## src/rtl/dmux_stream.sv

```systemverilog
// dmux_stream: registered N-way valid/ready demultiplexer with broadcast.
// Each output channel owns a one-entry holding register.
module dmux_stream #(
  parameter int WIDTH    = 16,
  parameter int CHANNELS = 8
) (
  input  logic                      clk,
  input  logic                      reset,
  input  logic [WIDTH-1:0]          in_data,
  input  logic [$clog2(CHANNELS)-1:0] in_sel,
  input  logic                      in_bcast,
  input  logic                      in_valid,
  output logic                      in_ready,
  output logic [CHANNELS*WIDTH-1:0] out_data,
  output logic [CHANNELS-1:0]       out_valid,
  input  logic [CHANNELS-1:0]       out_ready,
  output logic                      err
);

  localparam int SEL_W = $clog2(CHANNELS);
  localparam logic [SEL_W:0] CH_L = CHANNELS[SEL_W:0];

  logic [CHANNELS-1:0] open_ch;
  logic [CHANNELS-1:0] load;
  logic                in_range;
  logic                xfer;

  assign open_ch  = ~out_valid | out_ready;
  assign in_range = {1'b0, in_sel} < CH_L;

  // Out-of-range requests are always taken so a bad address cannot wedge the producer.
  always_comb begin
    in_ready = 1'b1;
    if (in_bcast) begin
      in_ready = &open_ch;
    end else if (in_range) begin
      in_ready = open_ch[in_sel];
    end
  end

  assign xfer = in_valid & in_ready;

  always_comb begin
    load = '0;
    for (int k = 0; k < CHANNELS; k++) begin
      load[k] = xfer &
        (in_bcast | (in_range & (in_sel == SEL_W'(k))));
    end
  end

  always_ff @(posedge clk) begin
    if (reset) begin
      out_valid <= '0;
      out_data  <= '0;
      err       <= 1'b0;
    end else begin
      for (int k = 0; k < CHANNELS; k++) begin
        if (load[k]) begin
          out_valid[k]               <= 1'b1;
          out_data[k*WIDTH +: WIDTH] <= in_data;
        end else if (out_ready[k]) begin
          out_valid[k] <= 1'b0;
        end
      end
      if (xfer & ~in_bcast & ~in_range) begin
        err <= 1'b1;
      end
    end
  end

endmodule

```

## config.mk

```make
export PLATFORM = sky130hd
export DESIGN_NAME = dmux_stream
export DESIGN_NICKNAME = d
export VERILOG_FILES = /design/src/rtl/dmux_stream.sv
export SDC_FILE = /design/constraint.sdc
export NUM_CORES = 1
export LEC_CHECK = 0
export CORE_UTILIZATION = 49
export CTS_BUF_LIST = sky130_fd_sc_hd__clkbuf_8
export DETAILED_ROUTE_END_ITERATION = 6
export PLACE_DENSITY_LB_ADDON = 0.25
export SETUP_SLACK_MARGIN = 0.5
export SLEW_MARGIN = 20
export SYNTH_ARGS = -nofsm -noshare
export SYNTH_HDL_FRONTEND = slang
export SYNTH_SLANG_ARGS = --single-unit
```

## constraint.sdc

```tcl
create_clock -name clk -period 2.3 [get_ports clk]
set_input_delay 0.46 -clock clk [delete_from_list [all_inputs] [get_ports clk]]
set_output_delay 0.46 -clock clk [all_outputs]
set_load 0.02 [all_outputs]
```

==> impl_summary.txt <==
----------------------------------------------------
[Status]
  Outcome ... finished with violations
  Violated checks ... design-rule violations, negative setup slack

[STA]
  Endpoints failing hold ... 0
  Fraction of the cycle the final worst path needs ... 112%
  Final worst hold slack ... 0.443 ns
  Final worst setup slack ... -0.272 ns
  Worst setup skew after layout ... between 0.01 and 0.015 ns
  Setup repair after global routing missed its margin ... true
  Transition time at the pin with the least slew margin ... 0.882 ns
  Setup-failing EPs final ... 4
  Final total negative setup slack ... -0.325 ns
  Final critical-path required period ... between 2 and 3 ns
  Fmax ... between 300 and 400 MHz
  Relative slew margins ... 41.2%
  Final-report max-slew violation count ... 0

[Route]
  Post-DRT Antenna Nets ... 0
  Drt total wl ... 31900 microns
  Number of DRC markers after the initial detailed-route iteration ... roughly 1400
  Via-to-Cell Ratio ... 6.93
  Number of iterations in the first detailed-routing pass ... 7
  Per-cell routed wire length ... between 20 and 25 microns
  Total number of vias ... roughly 9000
  Number of remaining DRC errors ... 2

[Cells and area]
  Proportion of layout cells with a drive suffix above 1 ... between 20% and 30%
  Count of filler cells inserted in the layout ... 861
  Area taken by flip-flops and latches ... 0.00273 sq mm
  Post-Layout Cell Count ... around 1300
  Area added between synthesis and finish ... 59.1%
  Multi-input gate area ... between 0.004 and 0.005 sq mm
  Nets ... around 1200

[Clock tree]
  Number of sinks handled by clock tree synthesis ... between 100 and 150
  Clock insertion delay at the later pin of the skew report ... between 0.4 and 0.5 ns
  Reg clk slew, reported paths ... ~0.08 ns
  Buffer depth of the longest clock path ... 2
  H-tree levels ... 4
  TritonCTS clock tree ... built
  Number of buffers created by CTS ... 17
  Root Buffer Master ... sky130_fd_sc_hd__clkbuf_8

[Yosys]
  Mean instance size in the synthesized netlist ... approximately 8 sq um
  Area contributors post-synth ... sky130_fd_sc_hd__dfxtp_1, sky130_fd_sc_hd__nor2b_1, sky130_fd_sc_hd__nand4_1, sky130_fd_sc_hd__a22oi_1, sky130_fd_sc_hd__o311ai_1
  Count of flip-flops with a built-in enable after synthesis ... 0
  Synth area leader ... sky130_fd_sc_hd__dfxtp_1
  Summed instance area of the synthesized netlist ... ~0.0073 sq mm
  Portion of synthesized cell area occupied by the leading cell type ... 37.1%
  Gate Count Post-Synth ... around 920
  Cell types with the highest counts after synthesis ... sky130_fd_sc_hd__dfxtp_1, sky130_fd_sc_hd__nor2b_1, sky130_fd_sc_hd__nand4_1
  Register area share after synthesis ... a little under two fifths
  Number of nets produced by synthesis ... 950
  Number of warnings issued by yosys ... 0
  Number of library cell types mapped by synthesis ... 32
  FF+latch count, synth ... between 100 and 150
  Primary FF master, synth ... sky130_fd_sc_hd__dfxtp_1
  Share of async-settable or async-resettable flops after synthesis ... 0%

[Setup path]
  Maximum net fanout on the critical path ... 9
  CP startpoint kind ... flop
  Worst setup EP type ... flop
  Arrival time of data at the critical path endpoint ... between 2 and 3 ns
  Critical Path RT ... around 2.6 ns
  Critical path class ... reg -> reg

[Die]
  Die Ht ... 124 microns
  Initial core utilization ... between 50% and 60%
  Core footprint ... approximately 0.015 sq mm
  Number of placed I/O pins ... ~170
  Die area ... between 0.015 and 0.02 sq mm
  Die width ... approximately 120 microns
  Number of rows in the core area ... 44

[Job]
  Max-capacitance violation count ... 0

[Min path]
  Worst hold-check path type ... in -> reg

[Power and ir drop]
  IR Drop Worst-Case VDD ... 0.391 mV
  Leakage power ... roughly 5 nW
  Power density cells ... 594 mW/mm^2

[Global route]
  Wire length of the first global-routing pass ... roughly 48000 microns
  Number of antenna violations at the first check in global routing ... 3
  Number of global-route vias before repair ... slightly below 9000
  Global-route usage over all layers ... between 30% and 40%
  Largest net degree at the start of global routing ... 62
  Total gr overflow ... 0

[Place]
  Placed wire-length estimate ... around 16000 microns
  Placed cell count ... between 1000 and 1500
  Buffers added on ports ... between 150 and 200
  Final estimated routing congestion in global placement ... 0.908

----------------------------------------------------
[worst paths after layout]
path	start	end	slack, ns	cells past startpoint
max	out_valid[2]	out_data[3]	-0.27	10
min reg2reg	out_data[94]	out_data[94]	0.53	2
min	out_ready[7]	out_valid[7]	0.44	3
max reg2reg	out_valid[2]	out_data[3]	-0.27	10
[layout by cell type, fill, tap and decap left out, drive strengths merged, types with 6 or more instances in the layout]
cell type	netlist	final
nand4	126	126
nor2b	136	136
a22oi	65	65
buf	26	147
dfxtp	136	136
nand3	40	41
a21oi	8	8
clkdlybuf4s50	0	19
a31oi	8	8
o21ba	8	8
nand2b	20	20
o311ai	87	87
nor2	64	64
clkinv	0	6
nand2	72	72
dlygate4sd2	0	144
clkbuf	93	21
o21ai	16	16
[registers in the layout, summed over array words and instances (netlist names)]
signal and cells:
out_data 128, out_valid 8
[worst max-delay path: stages, from the launching register on]
cell and delay [ns]:
sky130_fd_sc_hd__dfxtp_2 0.33, sky130_fd_sc_hd__nor2b_4 0.15, sky130_fd_sc_hd__a221oi_4 0.33, sky130_fd_sc_hd__buf_4 0.18, sky130_fd_sc_hd__buf_6 0.09, sky130_fd_sc_hd__buf_6 0.09
sky130_fd_sc_hd__and3_4 0.20, sky130_fd_sc_hd__nor2_4 0.07, sky130_fd_sc_hd__buf_6 0.15, sky130_fd_sc_hd__buf_12 0.15, sky130_fd_sc_hd__o311ai_1 0.66
[stage by stage]
step	instance area (sq um)	total power, W	utilization, %	worst slack (ns)
6_report	11700	0.00693	80.0	-0.272
5_1_grt	11700	0.00713	80.0	-0.258
4_1_cts	11500	0.00676	78.9	0.0779
3_5_place_dp	9830	0.00453	67.4	-0.523
3_3_place_gp	9830	0.00451	67.4	-0.502
2_1_floorplan	7400	0.00369	-	0.503
[layer usage]
layer	part of all wire [%]	wire length, microns	global-route usage [%]	up-vias
met5	0.075	24	0	-
met4	6.2	1980	24.5	4
met3	11	3550	9.28	195
met2	45	14300	59.4	800
met1	38	12100	48.6	4332
li1	-	-	-	3885
[repair_timing]
action | 4_1_cts | 5_1_grt
buffers inserted | 26 | 2
hold buffers | 0 | 0
cloned | 23 | 0
endpoints found under the setup margin | 273 | 137
endpoints found under the hold margin | 0 | 0
pin swaps | 111 | 34
resized for setup | 313 | 23
[cell families after synthesis]
| group | Yosys count | share of synthesized area (%) |
|---|---|---|
| AOI/OAI and AO/OA | 196 | 21.1 |
| buffers and inverters | 120 | 6.74 |
| DFF | 136 | 37.1 |
| muxes | 2 | 0.273 |
| other | 1 | 0.0511 |
| and+or+nand+nor | 464 | 34.7 |
[where the power goes]
part           switching (W)  internal [W]  total (W)  leakage, nW
combinational        0.00123      0.000971    0.00220         3.67
clock               0.000981       0.00106    0.00204        0.219
sequential          0.000122       0.00256    0.00269         1.11
total                0.00234       0.00459    0.00693         5.01
[final cells by class]
type                            count  share of cell area, %
Multi-Input combinational cell    664                   40.6
Timing Repair Buffer              312                   30.6
Sequential cell                   136                   23.4
Clock buffer                       21                   2.48
Tap cell                          184                   1.97
Clock inverter                     11                  0.900
Inverter                            1                 0.0322
Antenna cell                        1                 0.0214
Power figures use the tool's default switching activity.
